==> src/rtl/updn_counter_pkg.sv <==
// ============================================================================
// Module      : updn_counter_pkg
// Description : Shared types and operation decode for the up/down counter bank.
// Revision    : 1.0
// ============================================================================
`default_nettype none

package updn_counter_pkg;

  typedef enum logic [0:0] {
    CNT_WRAP = 1'b0,
    CNT_SAT  = 1'b1
  } cnt_mode_e;

  typedef enum logic [1:0] {
    OP_HOLD = 2'd0,
    OP_INC  = 2'd1,
    OP_DEC  = 2'd2,
    OP_LOAD = 2'd3
  } cnt_op_e;

  // Load dominates; simultaneous incr and decr cancel to a hold.
  function automatic cnt_op_e decode_op(input logic load, input logic incr, input logic decr);
    if (load)
      return OP_LOAD;
    else if (incr && !decr)
      return OP_INC;
    else if (decr && !incr)
      return OP_DEC;
    else
      return OP_HOLD;
  endfunction

endpackage

`default_nettype wire

==> src/rtl/updn_counter_lane.sv <==
// ============================================================================
// Module      : updn_counter_lane
// Description : One up/down counter channel with wrap/saturate, sticky flags
//               and a registered boundary-crossing pulse.
// Revision    : 1.0
// ============================================================================
`default_nettype none

module updn_counter_lane
  import updn_counter_pkg::*;
#(
  parameter int               WIDTH       = 32,
  parameter int               STEP_WIDTH  = 8,
  parameter logic [WIDTH-1:0] RESET_VALUE = '0
) (
  input  logic                  clk,
  input  logic                  reset,
  input  logic                  incr,
  input  logic                  decr,
  input  logic [STEP_WIDTH-1:0] step,
  input  logic                  sat_mode,
  input  logic                  load,
  input  logic [WIDTH-1:0]      load_value,
  input  logic                  clear_flags,
  output logic [WIDTH-1:0]      count,
  output logic                  ovf,
  output logic                  unf,
  output logic                  cross_pulse,
  output logic                  is_zero,
  output logic                  is_max
);

  logic [WIDTH-1:0] r_count;
  logic             r_ovf;
  logic             r_unf;
  logic             r_cross_pulse;

  cnt_op_e          w_op;
  cnt_mode_e        w_mode;
  logic [WIDTH-1:0] w_step_ext;
  logic [WIDTH:0]   w_sum;
  logic [WIDTH:0]   w_diff;
  logic [WIDTH-1:0] w_next_count;
  logic             w_ovf_ev;
  logic             w_unf_ev;

  assign w_op   = decode_op(load, incr, decr);
  assign w_mode = sat_mode ? CNT_SAT : CNT_WRAP;

  always_comb begin
    w_step_ext                 = '0;
    w_step_ext[STEP_WIDTH-1:0] = step;
    w_sum                      = {1'b0, r_count} + {1'b0, w_step_ext};
    w_diff                     = {1'b0, r_count} - {1'b0, w_step_ext};
  end

  // The extra MSB of sum/diff is the carry/borrow that defines an event.
  always_comb begin
    w_next_count = r_count;
    w_ovf_ev     = 1'b0;
    w_unf_ev     = 1'b0;
    case (w_op)
      OP_LOAD: w_next_count = load_value;
      OP_INC: begin
        w_ovf_ev     = w_sum[WIDTH];
        w_next_count = (w_sum[WIDTH] && w_mode == CNT_SAT) ? {WIDTH{1'b1}} : w_sum[WIDTH-1:0];
      end
      OP_DEC: begin
        w_unf_ev     = w_diff[WIDTH];
        w_next_count = (w_diff[WIDTH] && w_mode == CNT_SAT) ? {WIDTH{1'b0}} : w_diff[WIDTH-1:0];
      end
      OP_HOLD: w_next_count = r_count;
    endcase
  end

  always_ff @(posedge clk or posedge reset) begin
    if (reset) begin
      r_count       <= RESET_VALUE;
      r_ovf         <= 1'b0;
      r_unf         <= 1'b0;
      r_cross_pulse <= 1'b0;
    end else begin
      r_count       <= w_next_count;
      r_ovf         <= w_ovf_ev | (r_ovf & ~clear_flags);
      r_unf         <= w_unf_ev | (r_unf & ~clear_flags);
      r_cross_pulse <= w_ovf_ev | w_unf_ev;
    end
  end

  assign count       = r_count;
  assign ovf         = r_ovf;
  assign unf         = r_unf;
  assign cross_pulse = r_cross_pulse;
  assign is_zero     = (r_count == {WIDTH{1'b0}});
  assign is_max      = (r_count == {WIDTH{1'b1}});

endmodule

`default_nettype wire

==> src/rtl/updn_counter_bank.sv <==
// ============================================================================
// Module      : updn_counter_bank
// Description : Bank of independent up/down counters sharing clock, reset,
//               step and mode; packs per-lane buses.
// Revision    : 1.0
// ============================================================================
`default_nettype none

module updn_counter_bank #(
  parameter int               WIDTH       = 32,
  parameter int               CHANNELS    = 4,
  parameter int               STEP_WIDTH  = 8,
  parameter logic [WIDTH-1:0] RESET_VALUE = '0
) (
  input  logic                      clk,
  input  logic                      reset,
  input  logic [CHANNELS-1:0]       incr,
  input  logic [CHANNELS-1:0]       decr,
  input  logic [STEP_WIDTH-1:0]     step,
  input  logic                      sat_mode,
  input  logic [CHANNELS-1:0]       load,
  input  logic [CHANNELS*WIDTH-1:0] load_value,
  input  logic [CHANNELS-1:0]       clear_flags,
  output logic [CHANNELS*WIDTH-1:0] count,
  output logic [CHANNELS-1:0]       ovf,
  output logic [CHANNELS-1:0]       unf,
  output logic [CHANNELS-1:0]       cross_pulse,
  output logic [CHANNELS-1:0]       is_zero,
  output logic [CHANNELS-1:0]       is_max
);

  for (genvar i = 0; i < CHANNELS; i++) begin : g_lane
    updn_counter_lane #(
      .WIDTH       (WIDTH),
      .STEP_WIDTH  (STEP_WIDTH),
      .RESET_VALUE (RESET_VALUE)
    ) u_lane (
      .clk         (clk),
      .reset       (reset),
      .incr        (incr[i]),
      .decr        (decr[i]),
      .step        (step),
      .sat_mode    (sat_mode),
      .load        (load[i]),
      .load_value  (load_value[i*WIDTH +: WIDTH]),
      .clear_flags (clear_flags[i]),
      .count       (count[i*WIDTH +: WIDTH]),
      .ovf         (ovf[i]),
      .unf         (unf[i]),
      .cross_pulse (cross_pulse[i]),
      .is_zero     (is_zero[i]),
      .is_max      (is_max[i])
    );
  end

endmodule

`default_nettype wire

==> config.mk <==
export PLATFORM = sky130hd
export DESIGN_NAME = updn_counter_bank
export DESIGN_NICKNAME = d
export VERILOG_FILES = /design/src/rtl/updn_counter_pkg.sv /design/src/rtl/updn_counter_lane.sv /design/src/rtl/updn_counter_bank.sv
export SDC_FILE = /design/constraint.sdc
export NUM_CORES = 1
export LEC_CHECK = 0
export CORE_UTILIZATION = 50
export DETAILED_ROUTE_END_ITERATION = 8
export PLACE_DENSITY = 0.83
export SETUP_SLACK_MARGIN = 0.2
export SLEW_MARGIN = 10
export SYNTH_ARGS = -nofsm -noshare
export SYNTH_HDL_FRONTEND = slang
export SYNTH_SLANG_ARGS = --single-unit
==> constraint.sdc <==
create_clock -name clk -period 7 [get_ports clk]
set_clock_uncertainty 0.15 [all_clocks]
set_input_delay 1.4 -clock clk [delete_from_list [all_inputs] [get_ports clk]]
set_output_delay 1.4 -clock clk [all_outputs]
set_load 0.02 [all_outputs]
==> results.json, run 1 <==
{
  "ys_ff_latch": 140,
  "min_period_ps": 5260,
  "drc_errors": 0,
  "ir_drop_mv": 0.1964,
  "critPathKind": "register to primary output",
  "die_area_um2": 30410,
  "grt_setup_unrepaired": "no",
  "start_util_pct": 51.35,
  "syn_inst": 2021,
  "worstSetupEndpointType": "primary output",
  "path_clk_slew_ps": 70,
  "setup_viol_count_final": 0,
  "r2r_start": "g_lane[3].u_lane.count[23]",
  "layout.cells.non_filler": 2609,
  "holdBufCountCts": 0,
  "fmax_mhz": 190.1,
  "slowest_stage": "nor4_1",
  "grt_pass1_vias": 16230,
  "grt_antenna_before_repair": 0,
  "ys.flop_type": "dfrtp_1",
  "routed_wl_um": 57870,
  "worst_hold_path_type": "register to register",
  "die_w_um": 174.4,
  "hpwlAfterDp_um": 41160,
  "hp-start": "g_lane[3].u_lane.ovf",
  "vias": 17780,
  "routed.top_layer": "met4",
  "whs_path_depth": 1,
  "layout_common_cells": "clkdlybuf4s50_1 (302), nand2_1 (194), nor2_1 (159), o21ai_0 (145), dfrtp_1 (140)",
  "stdcell_area_um2": 18500,
  "rows": 62,
  "synth_fp_nets": 2260,
  "ys_seq_area_share_pct": 23.58,
  "first_pass_iters": 6,
  "fin_crit_sh_pct": 75.15,
  "place_congestion": 0.9734,
  "cts_sinks": 140,
  "cts_tree": "done",
  "coreArea_um2": 28940,
  "dp_slack_ps": 1566,
  "syn_avg_cell_area_um2": 7.352,
  "track_usage_pct": 37.12,
  "leakagePower_nw": 7.168,
  "wl_met1_um": 23680,
  "port_buffers": 302,
  "dp_cells": 2577,
  "cp.required_ps": 5450,
  "mappedNetlistArea_um2": 14860,
  "synthArstFlopShare_pct": 100.0,
  "wire_per_inst_um": 22.18,
  "setup_tns_ps": 0,
  "insertion_delay_ps": 460,
  "dpl_cell_area_um2": 17880,
  "slew_violations": 0,
  "relSlewSlack_pct": 25.34,
  "grt_pass1_wl_um": 90550,
  "worstPathArrival_ps": 3710,
  "startpoint_type": "register",
  "wl_met3_um": 6313,
  "drt_iter0_drc": 2425,
  "layout_commonest_cell": "clkdlybuf4s50_1",
  "nFillCells": 2588,
  "drive_gt1_share_pct": 4.764,
  "worstMarginPinSlew_ps": 1116,
  "yosysWarnings": 0,
  "hold_viol": 0,
  "powerDensity_nw_per_um2": 255.7,
  "wl_met2_um": 25990,
  "cts_made_buffers": 17,
  "synth_edf_count": 0,
  "synth.distinct_cells": 83,
  "postRouteAntennaNets": 0,
  "nets": 2451,
  "cap_violations": 0,
  "vias_per_cell": 6.815,
  "cts_setup_buffers": 0,
  "min_to": "g_lane[3].u_lane.ovf",
  "cts_buffer_depth": 2,
  "critPathMaxStageDelay_ps": 930,
  "area_delta_synth_final_pct": 24.51,
  "outcome": "finished clean",
  "r2r_cells": 8,
  "htreeDepth": 4,
  "reg2reg_slack_ps": 2940,
  "grt_max_degree": 86,
  "overflow": 0,
  "fin_ws_ps": 1740,
  "die-height_um": 174.4,
  "antenna_cells": 0,
  "ioPinCount": 303,
  "crit_chain": "nor4_1, nand3_1, nor4_2, and3_1, clkdlybuf4s50_1",
  "cp_max_fo": 11,
  "root_buffer": "clkbuf_16",
  "cts_resized": 0,
  "fin_util_pct": 63.94,
  "r2r-end": "g_lane[3].u_lane.count[22]"
}
-- final cells by class --
| cell class | instances | area [um2] | area share (%) |
|---|---|---|---|
| inverters | 87 | 331.6 | 1.792 |
| well taps | 384 | 480.5 | 2.597 |
| clock buffers | 22 | 484.2 | 2.617 |
| flip-flops and latches | 140 | 3503 | 18.94 |
| repair buffers | 327 | 3211 | 17.35 |
| clock inverters | 10 | 136.4 | 0.7371 |
| multi-input cells | 1639 | 10350 | 55.97 |
-- synth_stat cells (8+ instances only) --
master | count | area, um2
o21a_1 | 16 | 120.1
a22oi_1 | 22 | 165.2
ha_1 | 76 | 950.9
a21oi_1 | 125 | 625.6
and3_1 | 28 | 175.2
a21o_1 | 27 | 202.7
or4_1 | 15 | 112.6
xor2_1 | 27 | 236.5
and4_1 | 9 | 78.83
and2_1 | 11 | 68.82
o2111ai_1 | 9 | 78.83
a211oi_1 | 17 | 127.6
nand4_1 | 46 | 287.8
o31ai_1 | 16 | 120.1
nor2_1 | 159 | 596.8
fa_1 | 8 | 160.2
o21bai_1 | 8 | 60.06
o22ai_1 | 70 | 437.9
xnor2_1 | 47 | 411.6
inv_1 | 85 | 319.1
o221ai_1 | 15 | 131.4
nor2b_1 | 27 | 168.9
nor3_1 | 80 | 400.4
buf_4 | 22 | 165.2
o211ai_1 | 37 | 277.8
o21ai_0 | 145 | 725.7
o311ai_0 | 8 | 70.07
nand2b_1 | 43 | 269.0
clkbuf_1 | 122 | 457.9
nor4_1 | 42 | 262.8
nand2_1 | 194 | 728.2
a32oi_1 | 10 | 87.58
dfrtp_1 | 140 | 3503
or2_2 | 21 | 131.4
a211o_1 | 8 | 70.07
a31oi_1 | 37 | 231.5
or3_1 | 20 | 125.1
a221oi_1 | 13 | 113.9
nand3_1 | 81 | 405.4
a221o_1 | 15 | 150.1
-- layer usage --
metal | vias up | global-route usage [%]
met2 | 1245 | 57.04
met1 | 8406 | 51.61
met3 | 174 | 6.934
met5 | - | 0
met4 | 0 | 13.63
li1 | 7956 | -
-- registers in the layout, summed over array words and instances (netlist names) --
register / cells
g_lane.u_lane.ovf: 4
g_lane.u_lane.cross_pulse: 4
g_lane.u_lane.count: 128
g_lane.u_lane.unf: 4
-- critical path, delay by kind of cell (launching register included) --
family                 cells  cell delay (ps)
DFF                        1              500
buffers and inverters      1              610
and+or+nand+nor            4             2140
-- worst max-delay path by stage --
stage / from / end / slack, ps / cells past startpoint
finish: g_lane[3].u_lane.count[23] / is_zero[3] / 1740 / 5
global route: g_lane[3].u_lane.count[23] / is_zero[3] / 1670 / 5
CTS: g_lane[3].u_lane.count[23] / is_zero[3] / 1850 / 5
detailed placement: step[3] / g_lane[3].u_lane.count[30] / 1570 / 12
global placement: step[3] / g_lane[3].u_lane.count[30] / 1640 / 12
floorplan: reset / g_lane[0].u_lane.count[0] / 1700 / 1
-- kinds of logic after synthesis --
group           synth area share (%)
fa+ha+maj                      7.477
simple gates                   26.94
compound gates                 30.24
buf+inv                        6.787
xor+xnor                       4.362
flops                          23.58
mux                           0.6231
-- where the power goes --
part           switching [W]  internal, W
clock network       0.000409     0.000598
registers           0.000432     0.000967
logic                0.00134     0.000989
total                0.00218      0.00255
-- stage by stage --
| stage | total power (W) | hold slack, ps |
|---|---|---|
| after floorplan | 0.002758 | 300.4 |
| after global placement | 0.003630 | 312.9 |
| after detailed placement | 0.003655 | 324.8 |
| after CTS | 0.004668 | 338.3 |
| after global routing | 0.004962 | 371.4 |
| final | 0.004731 | 340.0 |
Power figures use the tool's default switching activity.
==> run 2, diff against run 1 <==
--- a/config.mk
+++ b/config.mk
@@ -5,7 +5,7 @@
 export SDC_FILE = /design/constraint.sdc
 export NUM_CORES = 1
 export LEC_CHECK = 0
-export CORE_UTILIZATION = 50
+export CORE_UTILIZATION = 48
 export DETAILED_ROUTE_END_ITERATION = 8
 export PLACE_DENSITY = 0.83
 export SETUP_SLACK_MARGIN = 0.2
==> constraint.sdc (replaced) <==
create_clock -name clk -period 4.3 [get_ports clk]
set_clock_uncertainty 0.15 [all_clocks]
set_input_delay 0.86 -clock clk [delete_from_list [all_inputs] [get_ports clk]]
set_output_delay 0.86 -clock clk [all_outputs]
set_load 0.02 [all_outputs]
==> run 2 against run 1 <==
- sequential cell count did not move
- sequential power rose by 58%
- cell area up 5.1%
- via count rose by 3.3%
- register-to-register slack got worse by 2200 ps
- first-iteration DRC count decreased by 3.1%
==> results.json, run 2 (synthesized netlist as in run 1, its figures left out) <==
{
  "cts_made_buffers": 17,
  "ioPinCount": 303,
  "track_usage_pct": 37.20,
  "first_pass_iters": 7,
  "layout.cells.non_filler": 2735,
  "worstSetupEndpointType": "primary output",
  "min_period_ps": 3981,
  "path_clk_slew_ps": 70,
  "total_power_w": 0.007887,
  "outcome": "finished clean",
  "coreArea_um2": 30510,
  "whs_path_depth": 1,
  "overflow": 0,
  "die_w_um": 177.9,
  "startpoint_type": "register",
  "start_util_pct": 48.70,
  "rows": 64,
  "place_congestion": 0.9868,
  "cap_violations": 0,
  "slowest_stage": "clkdlybuf4s50_1",
  "cts_sinks": 140,
  "r2r_cells": 8,
  "vias": 18370,
  "die_area_um2": 31660,
  "postRouteAntennaNets": 0,
  "cts_buffer_depth": 2,
  "root_buffer": "clkbuf_16",
  "wire_per_inst_um": 21.89,
  "worstPathArrival_ps": 2970,
  "powerDensity_nw_per_um2": 405.4,
  "insertion_delay_ps": 440,
  "layout_common_cells": "clkdlybuf4s50_1 (299), nand2_1 (194), nor2_1 (159), o21ai_0 (145), dfrtp_1 (140)",
  "worst_hold_path_type": "register to register",
  "port_buffers": 302,
  "fmax_mhz": 251.2,
  "drc_errors": 0,
  "hold_viol": 0,
  "relSlewSlack_pct": 42.89,
  "antenna_cells": 0,
  "largest_register_ff_count": 128,
  "cts_tree": "done",
  "critPathMaxStageDelay_ps": 620,
  "hpwlAfterDp_um": 44050,
  "fin_ws_ps": 318.8,
  "drive_gt1_share_pct": 9.619,
  "grt_max_degree": 141,
  "worstMarginPinSlew_ps": 856.7,
  "vias_per_cell": 6.717,
  "reg2reg_slack_ps": 740,
  "min_to": "g_lane[3].u_lane.ovf",
  "layout_commonest_cell": "clkdlybuf4s50_1",
  "nFillCells": 2715,
  "grt_pass1_vias": 16880,
  "routed_wl_um": 59860,
  "hold-worst-slack_ps": 338.2,
  "drt_iter0_drc": 2351,
  "slew_violations": 0,
  "htreeDepth": 4,
  "cp_max_fo": 12,
  "grt_antenna_before_repair": 1,
  "dp_cells": 2703,
  "ir_drop_mv": 0.3029,
  "crit_chain": "nor3_2, nand4_1, or3_1, nor2_1, clkdlybuf4s50_1",
  "setup_viol_count_final": 0,
  "r2r_start": "g_lane[1].u_lane.count[21]",
  "grt_setup_unrepaired": "no",
  "area_delta_synth_final_pct": 30.92,
  "cp.required_ps": 3290,
  "fin_crit_sh_pct": 92.59,
  "critPathKind": "register to primary output",
  "nets": 2567,
  "dp_slack_ps": -17.73,
  "r2r-end": "g_lane[1].u_lane.count[9]",
  "die-height_um": 177.9,
  "leakagePower_nw": 7.792,
  "hp-start": "g_lane[3].u_lane.ovf",
  "setup_tns_ps": 0,
  "grt_pass1_wl_um": 92860
}
-- run 2: cell count changes in the layout (fill, tap and decap cells not counted), moves of 2 or more --
| cell | change |
|---|---|
| buf_4 | +113 |
| nor4_1 | -4 |
| buf_12 | +3 |
| clkdlybuf4s50_1 | -3 |
| dlymetal6s2s_1 | +3 |
| nor4_2 | +3 |
| clkbuf_8 | -2 |
| clkinv_4 | +2 |
| inv_6 | -2 |
-- run 2: metal layers --
layer	part of all wire, %	global-route usage, %	vias to the layer above
met5	0.020	0	-
met4	3.5	12.64	2
met3	11	6.362	191
met2	45	59.16	1288
met1	40	50.65	8718
li1	-	-	8173
-- run 2: worst max-delay path by stage --
stage / start / endpoint / cells past startpoint
final: g_lane[2].u_lane.count[8] / is_zero[2] / 5
after global routing: step[2] / g_lane[0].u_lane.count[2] / 13
after floorplan: step[2] / g_lane[0].u_lane.count[2] / 11
after global placement: step[0] / g_lane[1].u_lane.count[4] / 13
after detailed placement: step[0] / g_lane[1].u_lane.count[4] / 13
after CTS: g_lane[3].u_lane.count[8] / is_zero[3] / 5
-- run 2: through the flow --
step	util [%]	area (um2)
3_5_place_dp	61.60	18790
4_1_cts	63.61	19410
5_1_grt	63.76	19450
2_1_floorplan	-	14860
6_report	63.76	19450
3_3_place_gp	61.60	18790
-- run 2: layout make-up --
cell class / count / area (um2) / share of cell area, %
clock buffer: 19 / 452.9 / 2.328
inverter: 87 / 330.3 / 1.698
sequential: 140 / 3503 / 18.01
tap: 396 / 495.5 / 2.547
clock inverter: 11 / 145.1 / 0.7461
timing repair buffer: 443 / 4126 / 21.21
multi-input combinational: 1639 / 10400 / 53.46
-- run 2: worst max-delay path: cells and delay by family (launching register included) --
| family | cells | cell delay (ps) |
|---|---|---|
| flip-flops | 1 | 540 |
| buffers and inverters | 1 | 620 |
| AND/OR/NAND/NOR | 4 | 1370 |
-- run 2: timing repair --
| action | 4_1_cts | 5_1_grt |
|---|---|---|
| pin swaps | 1 | 2 |
| buffers inserted | 0 | 2 |
| resized for setup | 2 | 6 |
| hold buffers | 0 | 0 |
| setup endpoints to repair | 2 | 7 |
-- run 2: power by group --
part / internal, W / switching (W)
Clock: 0.000936 / 0.000653
Combinational: 0.00179 / 0.00229
Sequential: 0.00157 / 0.000639
